## config.mk

```make
export PLATFORM = sky130hd
export DESIGN_NAME = road_sequencer
export DESIGN_NICKNAME = d
export VERILOG_FILES = /design/src/rtl/traffic_pkg.sv /design/src/rtl/phase_timer.sv /design/src/rtl/road_sequencer.sv
export SDC_FILE = /design/constraint.sdc
export NUM_CORES = 1
export LEC_CHECK = 0
export ABC_AREA = 1
export BUFFER_PORTS_ARGS = -buffer_cell sky130_fd_sc_hd__clkbuf_2
export CAP_MARGIN = 0
export CORE_UTILIZATION = 51
export DETAILED_ROUTE_END_ITERATION = 12
export PLACE_DENSITY = 0.73
export SLEW_MARGIN = 20
export SYNTH_ARGS = -nofsm -noshare
export SYNTH_HDL_FRONTEND = slang
export SYNTH_SLANG_ARGS = --single-unit
export TNS_END_PERCENT = 5
```

## constraint.sdc

```tcl
create_clock -name clk -period 2.1 [get_ports clk]
set_clock_uncertainty 0.15 [all_clocks]
set_input_delay 0.315 -clock clk [delete_from_list [all_inputs] [get_ports clk]]
set_output_delay 0.315 -clock clk [all_outputs]
set_load 0.05 [all_outputs]
```

## src/rtl/traffic_pkg.sv

```systemverilog
// Shared definitions for the traffic_lights design: lamp encodings, the
// road_sequencer phase enum and the default phase durations.
package traffic_pkg;

  localparam logic [2:0] LED_RED    = 3'b100;
  localparam logic [2:0] LED_YELLOW = 3'b010;
  localparam logic [2:0] LED_GREEN  = 3'b001;

  localparam int unsigned DEF_HWY_MIN_GREEN = 16;
  localparam int unsigned DEF_CR_GREEN      = 10;
  localparam int unsigned DEF_YELLOW        = 4;
  localparam int unsigned DEF_ALL_RED       = 2;
  localparam int unsigned DEF_CNT_W         = 8;

  typedef enum logic [2:0] {
    HWY_GREEN  = 3'd0,
    HWY_YELLOW = 3'd1,
    ALL_RED_A  = 3'd2,
    CR_GREEN   = 3'd3,
    CR_YELLOW  = 3'd4,
    ALL_RED_B  = 3'd5
  } phase_t;

  // A duration must fit the phase counter and be at least one cycle.
  function automatic logic dur_ok(input int unsigned d, input int unsigned w);
    return (d >= 1) && (d <= ((32'd1 << w) - 32'd1));
  endfunction

endpackage

```

## src/rtl/phase_timer.sv

```systemverilog
// Phase counter: synchronous clear, counts up and parks at limit-1,
// flagging done while parked there.
module phase_timer #(
  parameter int unsigned CNT_W = 8
) (
  input  logic             clk,
  input  logic             rst,
  input  logic             i_clear,
  input  logic [CNT_W-1:0] i_limit,
  output logic [CNT_W-1:0] o_count,
  output logic             o_done
);

  logic [CNT_W-1:0] r_count;
  logic [CNT_W-1:0] w_last;

  assign w_last  = i_limit - CNT_W'(1);
  assign o_done  = (r_count == w_last);
  assign o_count = r_count;

  always_ff @(posedge clk) begin
    if (rst || i_clear) begin
      r_count <= '0;
    end else if (!o_done) begin
      r_count <= r_count + CNT_W'(1);
    end
  end

endmodule

```

## src/rtl/road_sequencer.sv

```systemverilog
// Master phase controller: owns highway lamps, hands the intersection to
// the country road via enable_countryroad/timeout on a sensor request.
module road_sequencer
  import traffic_pkg::*;
#(
  parameter int unsigned HWY_MIN_GREEN = DEF_HWY_MIN_GREEN,
  parameter int unsigned CR_GREEN_LEN  = DEF_CR_GREEN,
  parameter int unsigned YELLOW        = DEF_YELLOW,
  parameter int unsigned ALL_RED       = DEF_ALL_RED,
  parameter int unsigned CNT_W         = DEF_CNT_W
) (
  input  logic       clk,
  input  logic       rst,
  input  logic       car_sensor,
  output logic       enable_countryroad,
  output logic       timeout,
  output logic [2:0] highway_led,
  output logic       cr_request
);

  generate
    if (!(dur_ok(HWY_MIN_GREEN, CNT_W) && dur_ok(CR_GREEN_LEN, CNT_W) &&
          dur_ok(YELLOW, CNT_W) && dur_ok(ALL_RED, CNT_W))) begin : g_bad_duration
      $error("road_sequencer: every duration must be in 1..2**CNT_W-1");
    end
  endgenerate

  localparam logic [CNT_W-1:0] L_HWY    = CNT_W'(HWY_MIN_GREEN);
  localparam logic [CNT_W-1:0] L_CR     = CNT_W'(CR_GREEN_LEN);
  localparam logic [CNT_W-1:0] L_YELLOW = CNT_W'(YELLOW);
  localparam logic [CNT_W-1:0] L_RED    = CNT_W'(ALL_RED);

  phase_t           r_state;
  phase_t           w_state_next;
  logic [CNT_W-1:0] w_limit;
  logic [CNT_W-1:0] w_count;
  logic             w_done;
  logic             w_change;
  logic             w_enter_cr;

  logic             r_cr_request;
  logic [2:0]       r_led;
  logic             r_enable;
  logic             r_timeout;
  logic [2:0]       w_led_next;
  logic             w_enable_next;
  logic             w_timeout_next;

  phase_timer #(.CNT_W(CNT_W)) u_timer (
    .clk     (clk),
    .rst     (rst),
    .i_clear (w_change),
    .i_limit (w_limit),
    .o_count (w_count),
    .o_done  (w_done)
  );

  always_ff @(posedge clk) begin
    if (rst) r_state <= HWY_GREEN;
    else     r_state <= w_state_next;
  end

  always_comb begin
    w_state_next = r_state;
    w_limit      = L_HWY;
    case (r_state)
      HWY_GREEN: begin
        w_limit = L_HWY;
        if (w_done && (r_cr_request || car_sensor)) w_state_next = HWY_YELLOW;
      end
      HWY_YELLOW: begin
        w_limit = L_YELLOW;
        if (w_done) w_state_next = ALL_RED_A;
      end
      ALL_RED_A: begin
        w_limit = L_RED;
        if (w_done) w_state_next = CR_GREEN;
      end
      CR_GREEN: begin
        w_limit = L_CR;
        if (w_done) w_state_next = CR_YELLOW;
      end
      CR_YELLOW: begin
        w_limit = L_YELLOW;
        if (w_done) w_state_next = ALL_RED_B;
      end
      ALL_RED_B: begin
        w_limit = L_RED;
        if (w_done) w_state_next = HWY_GREEN;
      end
      default: begin
        w_limit      = L_HWY;
        w_state_next = HWY_GREEN;
      end
    endcase
  end

  assign w_change   = (w_state_next != r_state);
  assign w_enter_cr = (w_state_next == CR_GREEN) && (r_state != CR_GREEN);

  // Clear on CR_GREEN entry beats a same-cycle set.
  always_ff @(posedge clk) begin
    if (rst || w_enter_cr)                     r_cr_request <= 1'b0;
    else if (car_sensor && r_state != CR_GREEN) r_cr_request <= 1'b1;
  end

  // Lamp/handshake decode of the current phase, registered one cycle later.
  always_comb begin
    w_led_next     = LED_RED;
    w_enable_next  = 1'b0;
    w_timeout_next = 1'b0;
    case (r_state)
      HWY_GREEN:  w_led_next = LED_GREEN;
      HWY_YELLOW: w_led_next = LED_YELLOW;
      CR_GREEN:   w_enable_next = 1'b1;
      CR_YELLOW: begin
        w_enable_next  = 1'b1;
        w_timeout_next = (w_count == '0);
      end
      default: w_led_next = LED_RED;
    endcase
  end

  always_ff @(posedge clk) begin
    if (rst) begin
      r_led     <= LED_GREEN;
      r_enable  <= 1'b0;
      r_timeout <= 1'b0;
    end else begin
      r_led     <= w_led_next;
      r_enable  <= w_enable_next;
      r_timeout <= w_timeout_next;
    end
  end

  assign highway_led        = r_led;
  assign enable_countryroad = r_enable;
  assign timeout            = r_timeout;
  assign cr_request         = r_cr_request;

endmodule

```

=== After elaboration in Yosys (flattened, before gate mapping) ===
Cells that the tools add are included.

* Add/sub/neg operators: 2
* Equal/unequal tests: 9
* Mux-type cells: 10
* Bitwise gates (word level): 1
* Reduce and logical (&&, ||, !) cells: 12

{| class="wikitable"
|+ Operators with widths
! kind !! count
|-
| 2-to-1 mux 3 bit || 6
|-
| case mux 3 bit (6 select lines) || 1
|-
| case mux 5 bit (3 select lines) || 1
|-
| equality test 3 x 2 -> 1 bit (second input constant) || 3
|-
| adder 8 x 1 -> 8 bit (second input constant) || 1
|-
| equality test 8 bit || 1
|-
| logical NOT 8 bit || 1
|-
| OR reduction 2 bit || 4
|-
| equality test 3 bit (second input constant) || 2
|-
| case mux 3 bit (2 select lines) || 1
|-
| subtractor 5 x 1 -> 6 bit (second input constant) || 1
|-
| equality test 3 x 1 -> 1 bit (second input constant) || 1
|-
| logical AND 1 bit || 3
|-
| logical NOT 3 bit || 1
|-
| logical OR 1 bit || 3
|-
| != test 3 x 2 -> 1 bit (second input constant) || 1
|-
| != test 3 bit || 1
|-
| 2-to-1 mux 1 bit || 1
|-
| inverter 1 bit || 1
|}

* Bits in registers: 17
* Input port bits: 3
* Output and inout bits: 6
* Logic and storage cells: 40

=== Depth between registers and ports, before layout ===
Gate-level depths: netlist of run 1.

* Depth after elaboration: 11
* Gate-level depth with buffers: 21
* Mapped depth without buffers: 21

=== Cells and area by module ===
Synthesis of run 1 repeated with hierarchy kept, for this count alone.

* Cells, all modules: 200
* Area, all modules: 1256.2 um^2

{| class="wikitable"
|+ By module, submodules not included
! module !! times used !! cells an instance !! area each (um^2) !! seq. area each (um^2)
|-
| phase_timer || 1 || 142 || 858.3 || 160.2
|-
| road_sequencer || 1 || 58 || 397.9 || 180.2
|}

=== Worst setup path after synthesis of run 1 ===
Ideal clock, no wire load.

* Path kind: flip-flop to flip-flop
* Start: register r_state[2]
* End: register u_timer.r_count[6] (netlist: u_timer.o_count[6])
* Setup time: 0.117 ns
* Arrival: 1.975 ns
* Data required time: 1.833 ns
* Slack: -0.142 ns
* Cell stages (with the launch flop): 21
* Buffers on the path: 0
* Period minus slack after synthesis: 2.242 ns
* Path through: dfxtp_1 inv_2 nand2_1 nor2_1 inv_1 nand2_1 inv_1 ha_1 inv_1 nand2_2 nand3_2 nor2_4 nand2_4 nor2_8 inv_4 nor2_1 nor2_1 nand2_1 inv_2 nand2_4 nor2_2

* Longest elaborated chain between the ends: 10
* Elaborated cells on any way between the ends: 21
* Classes of those cells: add/sub: 1; eq/ne: 7; mux: 8; reduce/logical: 5

{| class="wikitable"
|+ Ends and longest elaborated chain
! element !! line !! RTL
|-
| start, declared || road_sequencer.sv:33 || <nowiki>phase_t r_state;</nowiki>
|-
| start signal, assigned || road_sequencer.sv:60 || <nowiki>else r_state <= w_state_next;</nowiki>
|-
| equality test 3 bit, or another cell as far along || road_sequencer.sv:66 || <nowiki>case (r_state)</nowiki>
|-
| OR reduction 2 bit (no source line) || n/a ||
|-
| case mux 5 bit (3 select lines) || road_sequencer.sv:66 ||
|-
| subtractor 5 x 1 -> 6 bit || phase_timer.sv:17 || <nowiki>assign w_last = i_limit - CNT_W'(1);</nowiki>
|-
| equality test 8 bit || phase_timer.sv:18 || <nowiki>assign o_done = (r_count == w_last);</nowiki>
|-
| logical AND 1 bit || road_sequencer.sv:69 || <nowiki>if (w_done && (r_cr_request || car_sensor)) w_state_next = HWY_YELLOW;</nowiki>
|-
| 2-to-1 mux 3 bit || road_sequencer.sv:69 ||
|-
| case mux 3 bit (6 select lines) || road_sequencer.sv:66 ||
|-
| != test 3 bit || road_sequencer.sv:98 || <nowiki>assign w_change = (w_state_next != r_state);</nowiki>
|-
| logical OR 1 bit || phase_timer.sv:22 || <nowiki>if (rst || i_clear) begin</nowiki>
|-
| end signal, assigned || phase_timer.sv:25 || <nowiki>r_count <= r_count + CNT_W'(1);</nowiki>
|-
| end, declared || phase_timer.sv:14 || <nowiki>logic [CNT_W-1:0] r_count;</nowiki>
|}

Parallel ways exist; a longest one is shown, timed or not.
A chain may end at the register's enable or synchronous reset.

=== Final worst setup path of run 1 ===
* Start: register r_state[2]
* End: register u_timer.r_count[5] (netlist: u_timer.o_count[5])

Same word-level chain as after synthesis.

==> results.tsv, run 1 <==
stage	metric	value	unit
sta	period_needed	2.289	ns
detailed_routing	antenna_left	0	
synth	syn_nets	137	
worst_setup_path	cp_max_fo	8	
placed_design	finalWeightedCongestion	0.8313	
synth	synth_area	1023	µm²
detailed_routing	dr_wl_met2	1.240	mm
cts	root_buffer	clkbuf_4	
finish	diodes	0	
floorplan	initial_utilization	0.5681	
cts	numCtsBuffers	3	
floorplan	pin_count	9	
worst_setup_path	setup.worst_path.start_class	register	
detailed_routing	routedWlPerCell	12.40	µm
synth	yosys-top-cells-area	dfxtp_1 33%, inv_1 5.1%, nand2_1 5.1%, nand2_2 4.9%, nor2_2 4.9%	
worst_setup_path	path_common_cell	inv_2	
run_status	violations	negative setup slack	
pwr	pwr-share-comb	0.098	
synth	yosysMostFrequentCell	dfxtp_1	
cts	htree_levels	1	
synth	synth_cell_type_count	26	
placed_design	hpwl	1.735	mm
floorplan	die-area	2190	µm²
pwr	finalPower	0.0005694	W
worst_setup_path	crit_family	simple AND/OR/NAND/NOR gates	
pwr	power.share.sequential	0.589	
worst_setup_path	crit_type	register to register	
cts	cts_tree	built	
pwr	clkPwrFrac	0.313	
detailed_routing	drt_first_pass_iters	5	
synth	synthCells	131	
floorplan	placement_rows	15	
global_routing	grt_pass1_wl	4.057	mm
sta	finalSetupViolations	11	
sta	hold_viol	0	
finish	fin_nets	177	
global_routing	track_usage	0.2622	
cts	clk_latency	0.29	ns
floorplan	dieHeight	46.80	µm
pwr	switchingPower	0.0001541	W
finish	area_growth_syn_to_layout	36.43	%
cts	clk_pin_slew	0.11	ns
detailed_routing	post-route-drc-count	0	
synth	synth-seq-cells	17	
synth	synth_top_area_frac	0.3325	
synth	synthTopCellsByCount	17 x dfxtp_1, 14 x inv_1, 14 x nand2_1, 12 x nor2_1	
placed_design	port-buffer-count	8	
detailed_routing	wl_met1	1.021	mm
sta	fmax	436.9	MHz
detailed_routing	vias_per_cell	5.077	
floorplan	dieWidth	46.80	µm
synth	yosysWarnings	0	
finish	drive_gt1_frac	0.5235	
pwr	vdd_drop_max	0.0005397	V
worst_hold_path	hold_class	input pin to register	
synth	seq_area_frac_synth	0.3325	
sta	fin_ws	-0.1889	ns
sta	fin_crit_sh	1.090	
sta	max_slew_margin	0.6947	
detailed_routing	via_count	990	
global_routing	grt-ovfl-total	0	
run_status	status	finished, violations left	
synth	synth_top_cell_by_area	dfxtp_1	
finish	fillers	138	
global_routing	grt_start_max_net_pins	11	
pwr	p_leak	0.6596	nW
synth	synthArstFlopShare	0	
global_routing	grt_pass1_vias	951	
detailed_routing	top_layer_used	met4	
run	maxCapViolations	0	
detailed_routing	routed_wl	2.418	mm
pwr	intPower	0.0004152	W
detailed_routing	drt_iter0_drc	16	
floorplan	placeableCoreArea	1802	µm²
worst_setup_path	slowest_stage	dfxtp_4	
worst_setup_path	cp.arrival	2.33	ns
worst_setup_path	path_buf_inv	6	
worst_setup_path	crit_required	2.14	ns
cts	clk_path_buf_depth	2	
sta	rsz0062_at_grt	yes	
cts	clock_sinks	17	
worst_setup_path	cp_slowest_stage_delay	0.37	ns
synth	ys.flop_type	dfxtp_1	
worst_setup_path	crit_path_cell_trace	inv_6 -> buf_4 -> nand3_4 -> nand3_2 -> inv_2 -> ha_4 -> inv_2 -> nand2_2 -> nand3_2 -> nor2_4 -> nand2_4 -> nor2_8 -> inv_4 -> nor2_2 -> nor2_1 -> nand2_1 -> inv_2 -> nand2_8 -> nor2_4	
detailed_routing	met3RoutedLength	107	µm
sta	slew_violations	0	
placed_design	placed_cell_area	1244	µm²
global_routing	antenna_found_initial	0	
sta	tightest_slew	0.4544	ns
pwr	power_density	407.7	nW/µm²
worst_setup_path	end_kind	register	
finish	final_area	1396	µm²
synth	syn_area_per_cell	7.813	µm²
pwr	netSwitchingFraction	0.2707	
synth	synth_edf_count	0	
[cells by family after synthesis]
kind of cell | synth area share
AND/OR/NAND/NOR | 0.3912
buffers and inverters | 0.1076
flip-flops | 0.3325
AO/OA/AOI/OAI | 0.08069
XOR/XNOR | 0.05134
adder cells (fa/ha/maj) | 0.03668
[sequential cells by signal (all words and copies together), names as in the netlist]
name                cells
cr_request              1
enable_countryroad      1
highway_led             3
r_state                 3
timeout                 1
u_timer.o_count         8
[timing repair]
action                                  4_1_cts  5_1_grt
resized for setup                            14        5
endpoints found under the setup margin       12       12
hold buffers                                  0        0
pin swaps                                    13        1
buffers inserted                              8        0
[per-stage QoR]
step,hold slack [ns],std cells,setup slack [ns],utilization,setup TNS (ns)
4_1_cts,0.1203,195,-0.2262,0.7618,-1.959
3_3_place_gp,0.3730,183,-0.2955,0.6903,-2.703
6_report,0.1349,195,-0.1889,0.7750,-1.683
3_5_place_dp,0.3744,183,-0.3534,0.6903,-3.326
5_1_grt,0.1371,195,-0.3398,0.7750,-3.310
2_1_floorplan,0.2341,131,-0.1199,-,-0.9508
[path summary, 6_finish.rpt]
path              cells after the start            endpoint          startpoint  slack, ns
hold reg to reg                       2  u_timer.o_count[7]  u_timer.o_count[7]       0.40
setup / recovery                     19  u_timer.o_count[5]          r_state[2]      -0.19
setup reg to reg                     19  u_timer.o_count[5]          r_state[2]      -0.19
hold / removal                        2          r_state[0]                 rst       0.13
[final cells by class]
cell class	instances	area [µm²]	share of cell area
clock buffers	3	22.52	0.01613
multi-input cells	90	634.4	0.4543
repair buffers	37	261.5	0.1873
well taps	25	31.28	0.02240
clock inverters	1	5.005	0.003584
inverters	22	92.59	0.06631
flip-flops and latches	17	349.1	0.2500
[power groups by stage]
stage	registers [W]	clock network [W]	logic, W
finish	0.000335	0.000178	0.0000557
CTS	0.000335	0.000184	0.0000538
floorplan	0.000347	0	0.0000374
global route	0.000336	0.000192	0.0000610
detailed placement	0.000345	0	0.0000534
global placement	0.000345	0	0.0000519
[layer usage]
metal  vias up  track usage
met5         -            0
met4         0      0.07429
met3         8      0.04615
met2        27       0.4833
met1       461       0.3086
li1        494            -
[layout by cell type (no fill, tap or decap), types with 5 or more instances in the layout]
master / instances
xor2_1: 5
nand2_1: 13
clkbuf_2: 8
buf_4: 28
nor2_2: 9
nor2_1: 9
nand2_2: 7
inv_2: 8
dfxtp_1: 14
nand3_1: 5
inv_1: 11
nand3_2: 5
Note: power is estimated with default switching activity, not from simulation.
==> run 2: changes to the inputs <==
--- a/config.mk
+++ b/config.mk
@@ -11,6 +11,7 @@
 export CORE_UTILIZATION = 51
 export DETAILED_ROUTE_END_ITERATION = 12
 export PLACE_DENSITY = 0.73
+export SETUP_SLACK_MARGIN = 0.2
 export SLEW_MARGIN = 20
 export SYNTH_ARGS = -nofsm -noshare
 export SYNTH_HDL_FRONTEND = slang
==> results.tsv, run 2 (same netlist as run 1, synthesis figures left out) <==
stage	metric	value	unit	change
run_status	status	finished, violations left		
run_status	violations	negative setup slack		
detailed_routing	routedWlPerCell	12.73	µm	+2.6%
worst_hold_path	hold_start	rst		
finish	layout_commonest_cell	buf_4		
finish	diodes	0		unchanged
pwr	vdd_drop_max	0.0005515	V	+2.2%
cts	clk_latency	0.29	ns	about the same
detailed_routing	vias_per_cell	5.118		+0.81%
cts	cts_tree	built		
finish	fin_nets	177		unchanged
floorplan	dieHeight	46.80	µm	unchanged
placed_design	pre_cts_ws	-0.3534	ns	unchanged
finish	area_growth_syn_to_layout	37.41	%	
finish	largest_reg_flops	8		unchanged
detailed_routing	routed_wl	2.482	mm	+2.6%
global_routing	grt_pass1_vias	948		-0.32%
cts	htree_levels	1		unchanged
pwr	p_leak	0.6594	nW	about the same
cts	clk_pin_slew	0.11	ns	about the same
sta	fin_crit_sh	1.093		+0.003351
floorplan	placement_rows	15		unchanged
cts	clk_path_buf_depth	2		unchanged
floorplan	initial_utilization	0.5681		unchanged
finish	drive_gt1_frac	0.5353		+0.01176
detailed_routing	antenna_left	0		unchanged
finish	layout_common_cells	28 x buf_4, 14 x dfxtp_1, 12 x nand2_1		
sta	fin_ws	-0.1959	ns	-0.007038 ns
sta	rsz0062_at_grt	yes		
global_routing	grt-ovfl-total	0		unchanged
global_routing	track_usage	0.2622		unchanged
sta	slew_violations	0		unchanged
placed_design	finalWeightedCongestion	0.8313		unchanged
cts	clock_sinks	17		unchanged
worst_hold_path	hold_depth	2		unchanged
worst_setup_path	r2r_cells	20		+1
worst_hold_path	hold_class	input pin to register		
sta	period_needed	2.296	ns	+0.007038 ns
sta	max_slew_margin	0.6947		about the same
global_routing	grt_start_max_net_pins	11		unchanged
worst_setup_path	cp.arrival	2.34	ns	about the same
placed_design	hpwl	1.735	mm	unchanged
cts	root_buffer	clkbuf_4		
detailed_routing	drt_iter0_drc	20		+4
floorplan	die-area	2190	µm²	unchanged
worst_setup_path	setup.worst_path.start_class	register		
pwr	power_density	408.2	nW/µm²	+0.12%
sta	fmax	435.6	MHz	-0.31%
detailed_routing	post-route-drc-count	0		unchanged
run	maxCapViolations	0		unchanged
cts	numCtsBuffers	3		unchanged
worst_setup_path	cp-startpoint	r_state[2]		
global_routing	grt_use_met2	0.4833		unchanged
finish	fillers	137		-0.72%
sta	tightest_slew	0.4545	ns	+0.0001271 ns
sta	hold_viol	0		unchanged
global_routing	met3_usage	0.04615		unchanged
detailed_routing	via_count	998		+0.81%
worst_setup_path	crit_type	register to register		
sta	finalSetupViolations	11		unchanged
worst_setup_path	crit_required	2.14	ns	about the same
floorplan	pin_count	9		unchanged
placed_design	placed_cell_area	1244	µm²	unchanged
global_routing	antenna_found_initial	0		unchanged
detailed_routing	drt_first_pass_iters	4		-1
global_routing	grt_pass1_wl	4.057	mm	unchanged
placed_design	port-buffer-count	8		unchanged
global_routing	grtUsageMet1	0.3086		unchanged
worst_setup_path	cp_max_fo	8		unchanged
floorplan	dieWidth	46.80	µm	unchanged
finish	final_area	1406	µm²	+0.72%
floorplan	placeableCoreArea	1802	µm²	unchanged
worst_setup_path	r2r-start	r_state[2]		
worst_setup_path	end_kind	register		
global_routing	grt_busiest_layer	met2		
[run 2: changes by cell type in the layout (fill, tap and decap cells not counted)]
| cell | change |
|---|---|
| nor2_1 | -1 |
| nand2_1 | -1 |
| nor2_4 | +1 |
| nand2_2 | +1 |
[run 2: path summary, 6_finish.rpt]
check	end	slack, ns
setup reg to reg	u_timer.o_count[5]	-0.20
hold reg to reg	u_timer.o_count[7]	0.40
hold / removal	r_state[0]	0.14
setup / recovery	u_timer.o_count[5]	-0.20
[run 2: layout make-up]
cell class	count	area [µm²]	area share
tap	25	31.28	0.02224
timing repair buffer	37	261.5	0.1859
clock inverter	1	5.005	0.003559
multi-input combinational	90	644.4	0.4582
inverter	22	92.59	0.06584
sequential	17	349.1	0.2482
clock buffer	3	22.52	0.01601
[run 2: worst max-delay path, stage by stage (launching register included)]
cell and delay, ns:
dfxtp_4 0.38, inv_6 0.07, nand2_4 0.06, nor2_4 0.11, inv_1 0.07, nand2_1 0.07, inv_2 0.05, ha_4 0.26
inv_2 0.03, nand2_2 0.05, nand3_2 0.08, nor2_4 0.11, nand2_4 0.08, nor2_8 0.14, inv_4 0.07, nor2_4 0.10
nor2_2 0.04, nand2_1 0.08, inv_2 0.06, nand2_8 0.10, nor2_4 0.05
[run 2: power by group]
part / internal [W] / total (W) / switching, W
Sequential: 0.000326 / 0.000336 / 0.00000931
Clock: 0.0000707 / 0.000182 / 0.000111
Combinational: 0.0000190 / 0.0000564 / 0.0000374
Total: 0.000416 / 0.000574 / 0.000158
[run 2: metal layers]
metal / routed length, µm / share of wire
met4: 34 / 0.014
met1: 1008 / 0.41
met5: 0 / 0
met2: 1328 / 0.54
met3: 110 / 0.044
[run 2: repair_timing]
item,CTS,global route
setup buffers,8,0
hold buffers,0,0
pin swaps,14,2
setup endpoints to repair,12,12
gates resized for setup,14,8
[run 2: per-stage QoR]
stage / setup TNS [ns] / hold WS [ns] / power [W] / cells / utilization
CTS: -1.959 / 0.1203 / 0.0005723 / 195 / 0.7618
floorplan: -0.9508 / 0.2341 / 0.0003848 / 131 / -
global placement: -2.703 / 0.3730 / 0.0003965 / 183 / 0.6903
finish: -1.811 / 0.1411 / 0.0005741 / 195 / 0.7806
detailed placement: -3.326 / 0.3744 / 0.0003981 / 183 / 0.6903
global route: -3.145 / 0.1566 / 0.0005904 / 195 / 0.7806
==> run 3: changes to the inputs <==
--- a/config.mk
+++ b/config.mk
@@ -12,6 +12,7 @@
 export DETAILED_ROUTE_END_ITERATION = 12
 export PLACE_DENSITY = 0.73
 export SETUP_SLACK_MARGIN = 0.2
+export SKIP_CTS_REPAIR_TIMING = 1
 export SLEW_MARGIN = 20
 export SYNTH_ARGS = -nofsm -noshare
 export SYNTH_HDL_FRONTEND = slang
==> results.tsv, run 3 (same netlist as run 1, synthesis figures left out) <==
stage	metric	value	unit	change
worst_setup_path	cp-endpoint	u_timer.o_count[5]		
worst_setup_path	end_kind	register		
run_status	status	finished, violations left		
sta	period_needed	2.359	ns	+0.06349 ns
detailed_routing	via_count	962		-3.6%
finish	area_growth_syn_to_layout	33.74	%	
floorplan	placement_rows	15		unchanged
detailed_routing	vias_per_cell	5.037		-1.6%
worst_setup_path	cp.arrival	2.45	ns	+0.11 ns
detailed_routing	drt_first_pass_iters	4		unchanged
sta	fmax	423.8	MHz	-2.7%
sta	fin_crit_sh	1.124		+0.03023
pwr	clkPwrFrac	0.313		-0.004
sta	rsz0062_at_grt	yes		
cts	root_buffer	clkbuf_4		
worst_hold_path	hold_depth	2		unchanged
run	maxCapViolations	0		unchanged
pwr	netSwitchingFraction	0.2724		-0.003135
finish	drive_gt1_frac	0.5000		-0.03529
worst_setup_path	crit_type	register to register		
sta	hold_viol	0		unchanged
worst_setup_path	path_common_cell	nand2_2		
sta	finalSetupViolations	12		+1
placed_design	finalWeightedCongestion	0.8313		unchanged
detailed_routing	drt_iter0_drc	26		+30%
detailed_routing	antenna_left	0		unchanged
pwr	vdd_drop_max	0.0002603	V	-53%
floorplan	initial_utilization	0.5681		unchanged
pwr	switchingPower	0.0001556	W	-1.7%
worst_setup_path	r2r_end	u_timer.o_count[5]		
worst_setup_path	r2r-start	r_state[0]		
placed_design	port-buffer-count	8		unchanged
worst_setup_path	cp_max_fo	8		unchanged
floorplan	pin_count	9		unchanged
finish	diodes	0		unchanged
worst_setup_path	slowest_stage	dfxtp_4		
floorplan	placeableCoreArea	1802	µm²	unchanged
finish	final_area	1369	µm²	-2.7%
run_status	violations	negative setup slack		
worst_setup_path	cp_slowest_stage_delay	0.37	ns	about the same
worst_setup_path	crit_path_cell_trace	buf_6 -> nor3_2 -> inv_1 -> nand2_1 -> inv_2 -> ha_4 -> inv_2 -> nand2_2 -> nand3_2 -> nor2_4 -> nand2_4 -> nor2_8 -> nand2_2 -> nand2_2 -> nand3_2 -> nand2_4 -> nand2_8 -> nor2_4		
global_routing	grt_start_max_net_pins	11		unchanged
floorplan	die-area	2190	µm²	unchanged
cts	cts_tree	built		
cts	clock_sinks	17		unchanged
sta	slew_violations	0		unchanged
cts	numCtsBuffers	3		unchanged
sta	tightest_slew	0.4318	ns	-0.02268 ns
worst_setup_path	setup.worst_path.start_class	register		
global_routing	track_usage	0.2433		-0.01896
pwr	power.share.sequential	0.588		+0.004
cts	clk_latency	0.29	ns	about the same
finish	fin_nets	173		-2.3%
pwr	power_density	417.2	nW/µm²	+2.2%
cts	clk_pin_slew	0.10	ns	about the same
worst_setup_path	reg2reg_slack	-0.26	ns	-0.06 ns
worst_setup_path	cp-startpoint	r_state[0]		
detailed_routing	post-route-drc-count	0		unchanged
global_routing	grt-ovfl-total	0		unchanged
floorplan	dieWidth	46.80	µm	unchanged
pwr	p_leak	0.6388	nW	-3.1%
pwr	pwr-share-comb	0.099		about the same
global_routing	grt_pass1_vias	883		-6.9%
floorplan	dieHeight	46.80	µm	unchanged
sta	fin_ws	-0.2594	ns	-0.06349 ns
cts	htree_levels	1		unchanged
placed_design	placed_cell_area	1244	µm²	unchanged
finish	layout_commonest_cell	buf_4		
worst_setup_path	r2r_cells	18		-10%
global_routing	grt_pass1_wl	3.746	mm	-7.7%
sta	max_slew_margin	0.7099		+0.01524
detailed_routing	routedWlPerCell	12.94	µm	+1.7%
placed_design	pre_cts_ws	-0.3534	ns	unchanged
pwr	intPower	0.0004155	W	about the same
detailed_routing	routed_wl	2.472	mm	-0.40%
worst_hold_path	hold_class	input pin to register		
cts	clk_path_buf_depth	2		unchanged
global_routing	antenna_found_initial	0		unchanged
placed_design	hpwl	1.735	mm	unchanged
worst_setup_path	crit_required	2.19	ns	+0.05 ns
finish	layout_common_cells	24 x buf_4, 14 x dfxtp_1, 13 x nand2_1		
finish	largest_reg_flops	8		unchanged
==> run 3: power groups by stage <==
stage,combinational (W),clock (W),sequential [W]
3_3_place_gp,0.0000519,0,0.000345
4_1_cts,0.0000541,0.000184,0.000337
5_1_grt,0.0000613,0.000197,0.000336
2_1_floorplan,0.0000374,0,0.000347
3_5_place_dp,0.0000534,0,0.000345
6_report,0.0000565,0.000179,0.000336
==> run 3: worst min path at each step <==
stage	startpoint	to	slack, ns
2_1_floorplan	rst	enable_countryroad	0.23
3_3_place_gp	u_timer.o_count[7]	u_timer.o_count[7]	0.37
3_5_place_dp	u_timer.o_count[7]	u_timer.o_count[7]	0.37
4_1_cts	rst	highway_led[1]	0.12
5_1_grt	rst	highway_led[1]	0.15
6_report	rst	highway_led[1]	0.12
==> run 3: metal layers <==
metal  share of wire  GRT usage  up-vias
met5               0          0        -
met1            0.43     0.3063      444
li1                -          -      486
met4           0.021    0.09714        0
met2            0.51     0.4111       25
met3           0.038    0.04231        7
==> run 3: final cells by class <==
type	instances	area, µm²
Multi-Input combinational cell	90	636.9
Fill cell	148	432.9
Sequential cell	17	349.1
Timing Repair Buffer	33	231.5
Inverter	22	92.59
Tap cell	25	31.28
Clock buffer	3	22.52
Clock inverter	1	5.005
==> run 3: per-stage QoR <==
stage | util | hold slack [ns] | power, W | std cells | TNS, ns
finish | 0.7597 | 0.1243 | 0.0005711 | 191 | -2.264
global route | 0.7597 | 0.1538 | 0.0005937 | 191 | -3.675
CTS | 0.7056 | 0.1212 | 0.0005752 | 187 | -3.476
detailed placement | 0.6903 | 0.3744 | 0.0003981 | 183 | -3.326
global placement | 0.6903 | 0.3730 | 0.0003965 | 183 | -2.703
floorplan | - | 0.2341 | 0.0003848 | 131 | -0.9508
==> run 3: worst max-delay path: cells and delay by family (launching register included) <==
kind	cells	cell delay, ns
fa+ha+maj	1	0.26
buf+inv	4	0.29
flops	1	0.37
simple gates	13	1.23
